--- src/rtl/mdu_pkg.sv ---
// Shared definitions for the multiply/divide unit: default operand width
// and the divide issue controller state encoding.
package mdu_pkg;

  localparam int XLEN_DEFAULT = 32;

  typedef enum logic [1:0] {
    IDLE  = 2'd0,
    ISSUE = 2'd1,
    WAIT  = 2'd2,
    FIX   = 2'd3
  } div_state_t;

endpackage

--- src/rtl/div_issue_ctrl_if.sv ---
// Bundle of the request handshake, divider bus and result signals of the
// divide issue controller. The controller sits on the slave modport; the
// requester plus the attached divider sit on the master modport.
interface div_issue_ctrl_if
  import mdu_pkg::*;
#(
  parameter int XLEN = XLEN_DEFAULT
);

  logic              req_valid;
  logic              req_ready;
  logic              req_signed;
  logic [XLEN-1:0]   req_a;
  logic [XLEN-1:0]   req_b;

  logic              div_start;
  logic [2*XLEN-1:0] div_a;
  logic [XLEN-1:0]   div_b;
  logic              div_busy;
  logic [2*XLEN-1:0] div_q;
  logic [XLEN-1:0]   div_r;

  logic [XLEN-1:0]   hi;
  logic [XLEN-1:0]   lo;
  logic              res_valid;
  logic              stall;
  logic              dz;

  modport slave (
    input  req_valid, req_signed, req_a, req_b,
    input  div_busy, div_q, div_r,
    output req_ready, div_start, div_a, div_b,
    output hi, lo, res_valid, stall, dz
  );

  modport master (
    output req_valid, req_signed, req_a, req_b,
    output div_busy, div_q, div_r,
    input  req_ready, div_start, div_a, div_b,
    input  hi, lo, res_valid, stall, dz
  );

endinterface

--- src/rtl/div_sign_fix.sv ---
// Conditional two's-complement negate: used both to take operand magnitudes
// and to restore the sign of quotient/remainder. Wraps modulo 2^W, so the
// most-negative value maps onto itself.
module div_sign_fix #(
  parameter int W = 32
) (
  input  logic         neg,
  input  logic [W-1:0] x,
  output logic [W-1:0] y
);

  assign y = neg ? -x : x;

endmodule

--- src/rtl/div_issue_ctrl.sv ---
// Divide issue controller: accepts a DIV/DIVU request, feeds operand
// magnitudes to an external unsigned divider, and writes sign-corrected
// quotient/remainder into lo/hi. Divide by zero bypasses the divider.
module div_issue_ctrl
  import mdu_pkg::*;
#(
  parameter int XLEN = XLEN_DEFAULT
) (
  input  logic            clk,
  input  logic            resetn,
  div_issue_ctrl_if.slave bus
);

  div_state_t      state;
  div_state_t      state_next;
  logic            accept;

  logic            a_neg;
  logic            b_neg;
  logic [XLEN-1:0] a_mag;
  logic [XLEN-1:0] b_mag;
  logic [XLEN-1:0] q_fix;
  logic [XLEN-1:0] r_fix;

  logic [XLEN-1:0] a_raw;
  logic            qneg;
  logic            rneg;
  logic            dz_pend;

  assign a_neg = bus.req_signed & bus.req_a[XLEN-1];
  assign b_neg = bus.req_signed & bus.req_b[XLEN-1];

  div_sign_fix #(.W(XLEN)) u_abs_a (.neg(a_neg), .x(bus.req_a),            .y(a_mag));
  div_sign_fix #(.W(XLEN)) u_abs_b (.neg(b_neg), .x(bus.req_b),            .y(b_mag));
  div_sign_fix #(.W(XLEN)) u_fix_q (.neg(qneg),  .x(bus.div_q[XLEN-1:0]), .y(q_fix));
  div_sign_fix #(.W(XLEN)) u_fix_r (.neg(rneg),  .x(bus.div_r),            .y(r_fix));

  // State register; reset abandons whatever operation is in flight.
  always_ff @(posedge clk) begin
    if (!resetn) state <= IDLE;
    else         state <= state_next;
  end

  // Next state and handshake/strobe outputs decoded from the current state.
  always_comb begin
    state_next    = state;
    accept        = 1'b0;
    bus.req_ready = 1'b0;
    bus.stall     = 1'b1;
    bus.div_start = 1'b0;
    case (state)
      IDLE: begin
        bus.req_ready = 1'b1;
        bus.stall     = 1'b0;
        if (bus.req_valid) begin
          accept     = 1'b1;
          state_next = (bus.req_b == '0) ? FIX : ISSUE;
        end
      end
      ISSUE: begin
        bus.div_start = 1'b1;
        state_next    = WAIT;
      end
      WAIT: begin
        if (!bus.div_busy) state_next = FIX;
      end
      FIX: begin
        state_next = IDLE;
      end
      default: begin
        state_next = IDLE;
      end
    endcase
  end

  // Operand latch on accept and result write-back while leaving FIX.
  always_ff @(posedge clk) begin
    if (!resetn) begin
      bus.div_a     <= '0;
      bus.div_b     <= '0;
      bus.hi        <= '0;
      bus.lo        <= '0;
      bus.res_valid <= 1'b0;
      bus.dz        <= 1'b0;
      a_raw         <= '0;
      qneg          <= 1'b0;
      rneg          <= 1'b0;
      dz_pend       <= 1'b0;
    end else begin
      bus.res_valid <= 1'b0;
      if (accept) begin
        bus.div_a <= {{XLEN{1'b0}}, a_mag};
        bus.div_b <= b_mag;
        a_raw     <= bus.req_a;
        qneg      <= a_neg ^ b_neg;
        rneg      <= a_neg;
        dz_pend   <= (bus.req_b == '0);
      end
      if (state == FIX) begin
        bus.res_valid <= 1'b1;
        if (dz_pend) begin
          bus.lo <= '1;
          bus.hi <= a_raw;
          bus.dz <= 1'b1;
        end else begin
          bus.lo <= q_fix;
          bus.hi <= r_fix;
          bus.dz <= 1'b0;
        end
      end
    end
  end

endmodule

--- src/flat_wrapper.sv ---
// flat-port wrapper written by rule: the top's interface ports become plain ports
module div_issue_ctrl_flat import mdu_pkg::*;
#(
  parameter int XLEN = XLEN_DEFAULT
)
  (clk, resetn, bus_req_valid, bus_req_signed, bus_req_a, bus_req_b, bus_div_busy, bus_div_q, bus_div_r, bus_req_ready, bus_div_start, bus_div_a, bus_div_b, bus_hi, bus_lo, bus_res_valid, bus_stall, bus_dz);
  div_issue_ctrl_if #(.XLEN(XLEN)) bus_i ();
  input  logic clk;
  input  logic resetn;
  input wire logic [$bits(bus_i.req_valid)-1:0] bus_req_valid;
  input wire logic [$bits(bus_i.req_signed)-1:0] bus_req_signed;
  input wire logic [$bits(bus_i.req_a)-1:0] bus_req_a;
  input wire logic [$bits(bus_i.req_b)-1:0] bus_req_b;
  input wire logic [$bits(bus_i.div_busy)-1:0] bus_div_busy;
  input wire logic [$bits(bus_i.div_q)-1:0] bus_div_q;
  input wire logic [$bits(bus_i.div_r)-1:0] bus_div_r;
  output wire logic [$bits(bus_i.req_ready)-1:0] bus_req_ready;
  output wire logic [$bits(bus_i.div_start)-1:0] bus_div_start;
  output wire logic [$bits(bus_i.div_a)-1:0] bus_div_a;
  output wire logic [$bits(bus_i.div_b)-1:0] bus_div_b;
  output wire logic [$bits(bus_i.hi)-1:0] bus_hi;
  output wire logic [$bits(bus_i.lo)-1:0] bus_lo;
  output wire logic [$bits(bus_i.res_valid)-1:0] bus_res_valid;
  output wire logic [$bits(bus_i.stall)-1:0] bus_stall;
  output wire logic [$bits(bus_i.dz)-1:0] bus_dz;
  assign bus_i.req_valid = bus_req_valid;
  assign bus_i.req_signed = bus_req_signed;
  assign bus_i.req_a = bus_req_a;
  assign bus_i.req_b = bus_req_b;
  assign bus_i.div_busy = bus_div_busy;
  assign bus_i.div_q = bus_div_q;
  assign bus_i.div_r = bus_div_r;
  assign bus_req_ready = bus_i.req_ready;
  assign bus_div_start = bus_i.div_start;
  assign bus_div_a = bus_i.div_a;
  assign bus_div_b = bus_i.div_b;
  assign bus_hi = bus_i.hi;
  assign bus_lo = bus_i.lo;
  assign bus_res_valid = bus_i.res_valid;
  assign bus_stall = bus_i.stall;
  assign bus_dz = bus_i.dz;
  div_issue_ctrl #(.XLEN(XLEN)) u_core (.clk(clk), .resetn(resetn), .bus(bus_i));
endmodule
--- config.mk ---
export PLATFORM = sky130hd
export DESIGN_NAME = div_issue_ctrl_flat
export DESIGN_NICKNAME = d
export VERILOG_FILES = /design/src/rtl/mdu_pkg.sv /design/src/rtl/div_issue_ctrl_if.sv /design/src/rtl/div_sign_fix.sv /design/src/rtl/div_issue_ctrl.sv /design/src/flat_wrapper.sv
export SDC_FILE = /design/constraint.sdc
export NUM_CORES = 1
export LEC_CHECK = 0
export BUFFER_PORTS_ARGS = -buffer_cell sky130_fd_sc_hd__clkbuf_2
export CAP_MARGIN = 20
export CORE_MARGIN = 3
export CORE_UTILIZATION = 50
export DETAILED_ROUTE_END_ITERATION = 6
export PLACE_DENSITY = 0.87
export SKIP_LAST_GASP = 1
export SYNTH_ARGS = -nofsm -noshare
export SYNTH_HDL_FRONTEND = slang
export SYNTH_SLANG_ARGS = --single-unit
--- constraint.sdc ---
create_clock -name clk -period 3.1 [get_ports clk]
set_input_delay 0.465 -clock clk [delete_from_list [all_inputs] [get_ports clk]]
set_output_delay 0.465 -clock clk [all_outputs]
set_load 0.005 [all_outputs]
==> results.py <==
metrics = {
    "worst_setup_path": {
        "worstPathCellList": "clkbuf_2 > or4_1 > or4_4 > nor4_1 > mux2_2 > a21oi_1",
        "worstSetupPathType": "input pin to register",
        "end_kind": "register",
        "cp_slowest_cell": "or4_1",
        "startpoint_type": "input pin",
        "path_max_fanout": 9,
        "crit_family": "simple AND/OR/NAND/NOR gates",
        "ff2ff_path_depth": 5,
        "cp.required_ns": 3.45,
        "worst-path-buf-inv": 1,
        "arrival_ns": 2.65,
        "cpPeakStageDelay_ns": 0.68,
        "path_depth": 6,
    },
    "die": {
        "ios": 330,
        "die_h_um": 141.7,
        "initial_utilization_pct": 51.10,
        "rows": 49,
        "die_x_um": 141.7,
        "dieArea_mm2": 0.02008,
        "core_mm2": 0.01802,
    },
    "global_route": {
        "grt_usage_pct": 26.81,
        "grt_pass1_wl_um": 44110,
        "antenna_found_initial": 0,
        "overflow": 0,
        "grt_pass1_vias": 8517,
        "grt_max_degree": 83,
    },
    "synthesis": {
        "synthFlopType": "dfxtp_1",
        "synth_area_leader_cell": "dfxtp_1",
        "syn_area_per_cell_um2": 8.079,
        "netlist_area_mm2": 0.009210,
        "synth_common_cells": "166 x dfxtp_1, 126 x nand2_1, 105 x a21oi_1",
        "synth-seq-cells": 166,
        "synth_most_common_cell": "dfxtp_1",
        "ys_async_sr_fraction_pct": 0,
        "synth_edf_count": 0,
        "synthCells": 1140,
        "synth-seq-area-share_pct": 36.08,
        "yosys_warnings": 0,
        "synth.area.top_cells": "dfxtp_1 36%, a21oi_1 5.7%, xor2_1 5.3%",
        "synthDominantCellAreaShare_pct": 36.08,
        "synth_cell_type_count": 71,
    },
    "drt": {
        "wl_per_cell_um": 17.64,
        "drcViolationCount": 0,
        "vias": 9518,
        "ant_nets": 0,
        "drt_first_pass_iters": 7,
        "via_per_inst": 5.945,
        "drt-total-wl_um": 28250,
        "first_iter_violations": 806,
    },
    "finish": {
        "fin_cells": 1601,
        "antenna_cells": 0,
        "syn_to_final_growth_pct": 20.88,
        "layout.nets": 1532,
        "drive_gt1_share_pct": 25.07,
        "fin_util_pct": 61.77,
    },
    "sta": {
        "finClkSkew_ns": 0.007824,
        "max_freq_ghz": 0.4355,
        "timing.hold.ws_ns": 0.3127,
        "setup_viol": 0,
        "fin_crit_sh_pct": 74.07,
        "drv_slew": 0,
        "tns_ns": 0,
        "period_minus_slack_ns": 2.296,
        "max_slew_margin_pct": 31.28,
        "layout_setup_ws_ns": 0.8039,
        "final-hold-violation-count": 0,
        "rsz0062_at_grt": "false",
        "worst_pin_slew_ns": 1.029,
    },
    "placed_design": {
        "post-place-ws_ns": 0.4054,
        "hpwl_um": 20600,
        "place.gp.congestion": 0.8822,
        "dp_cells": 1569,
        "portBuffers": 265,
    },
    "clock_network": {
        "clkSinkCount": 166,
        "cts-resized-gates": 0,
        "root_buffer": "clkbuf_16",
        "cts_made_buffers": 17,
        "h-tree-depth": 4,
        "cts_setup_buffers": 0,
        "cts_tree": "done",
        "clk_latency_ns": 0.43,
        "clockBufferDepth": 2,
        "cts.hold.buffers_added": 0,
        "clkSlewWorstSetupHoldPaths_ns": 0.07,
    },
    "power": {
        "p_leak_nw": 4.570,
        "peakVddDrop_mv": 0.3824,
        "power_density_mw_per_mm2": 641.4,
    },
    "run": {
        "max_cap_viol_count": 0,
    },
    "outcome": {
        "status": "completed",
    },
    "hold_path": {
        "worstHoldPathType": "input pin to register",
        "min_path_cells": 3,
    },
}
==> where the power goes <==
part / internal, mW / total, mW / leakage [nW] / switching [mW]
Clock: 1.15 / 2.13 / 0.287 / 0.987
Sequential: 2.58 / 2.86 / 1.36 / 0.289
Combinational: 0.866 / 2.14 / 2.93 / 1.28
==> state kept, by name (all words and copies together) (netlist names) <==
register              flops
u_core.a_raw             32
u_core.bus.div_a         31
u_core.bus.div_b         32
u_core.bus.dz             1
u_core.bus.hi            32
u_core.bus.lo            32
u_core.bus.res_valid      1
u_core.dz_pend            1
u_core.qneg               1
u_core.rneg               1
u_core.state              2
==> metrics by stage <==
step	power (mW)	instance area [um2]
after global placement	4.958	10550
after detailed placement	5.025	10550
final	7.141	11130
after global routing	7.549	11130
after floorplan	4.134	9326
after CTS	7.165	11130
==> kinds of logic after synthesis <==
| group | share of synthesized area [%] |
|---|---|
| buffers and inverters | 6.996 |
| flip-flops | 36.08 |
| XOR/XNOR | 9.129 |
| AND/OR/NAND/NOR | 19.01 |
| adder cells (fa/ha/maj) | 1.087 |
| multiplexers | 2.405 |
| AO/OA/AOI/OAI | 25.25 |
| other | 0.04072 |
==> placed cells by master (no fill, tap or decap), types with 31 or more instances in the layout <==
cell type  count
nor2_1        80
conb_1        32
nand2_1      125
o21ai_0       93
a211oi_1      31
xor2_1        56
xnor2_1       40
dfxtp_1      166
clkbuf_2     265
a21oi_1      105
==> layer usage <==
metal,track usage (%),part of all wire [%],routed length [um],vias to the layer above
met1,37.64,44,12290,4462
met2,41.36,45,12820,486
met4,7.727,1.6,446,0
met5,0,0,0,-
li1,-,-,-,4528
met3,6.067,9.5,2688,42
==> layout make-up <==
| type | count | area (um2) |
|---|---|---|
| Clock buffer | 17 | 425.4 |
| Clock inverter | 15 | 162.7 |
| Fill cell | 1569 | 6892 |
| Inverter | 22 | 82.58 |
| Multi-Input combinational cell | 869 | 5366 |
| Sequential cell | 166 | 3323 |
| Tap cell | 229 | 286.5 |
| Timing Repair Buffer | 283 | 1486 |
==> worst min-delay path, stage by stage <==
cell	delay, ns
clkbuf_2	0.12
nand2_1	0.06
a21oi_1	0.05
==> worst paths after layout <==
kind	startpoint	slack, ns	end
worst max-delay path	bus_div_r[5]	0.80	u_core.bus.hi[16]
worst min-delay path	bus_req_a[16]	0.31	u_core.a_raw[16]
worst max register to register	u_core.state[0]	1.00	u_core.bus.div_a[27]
worst min register to register	u_core.a_raw[8]	0.46	u_core.a_raw[8]
Power figures use the tool's default switching activity.
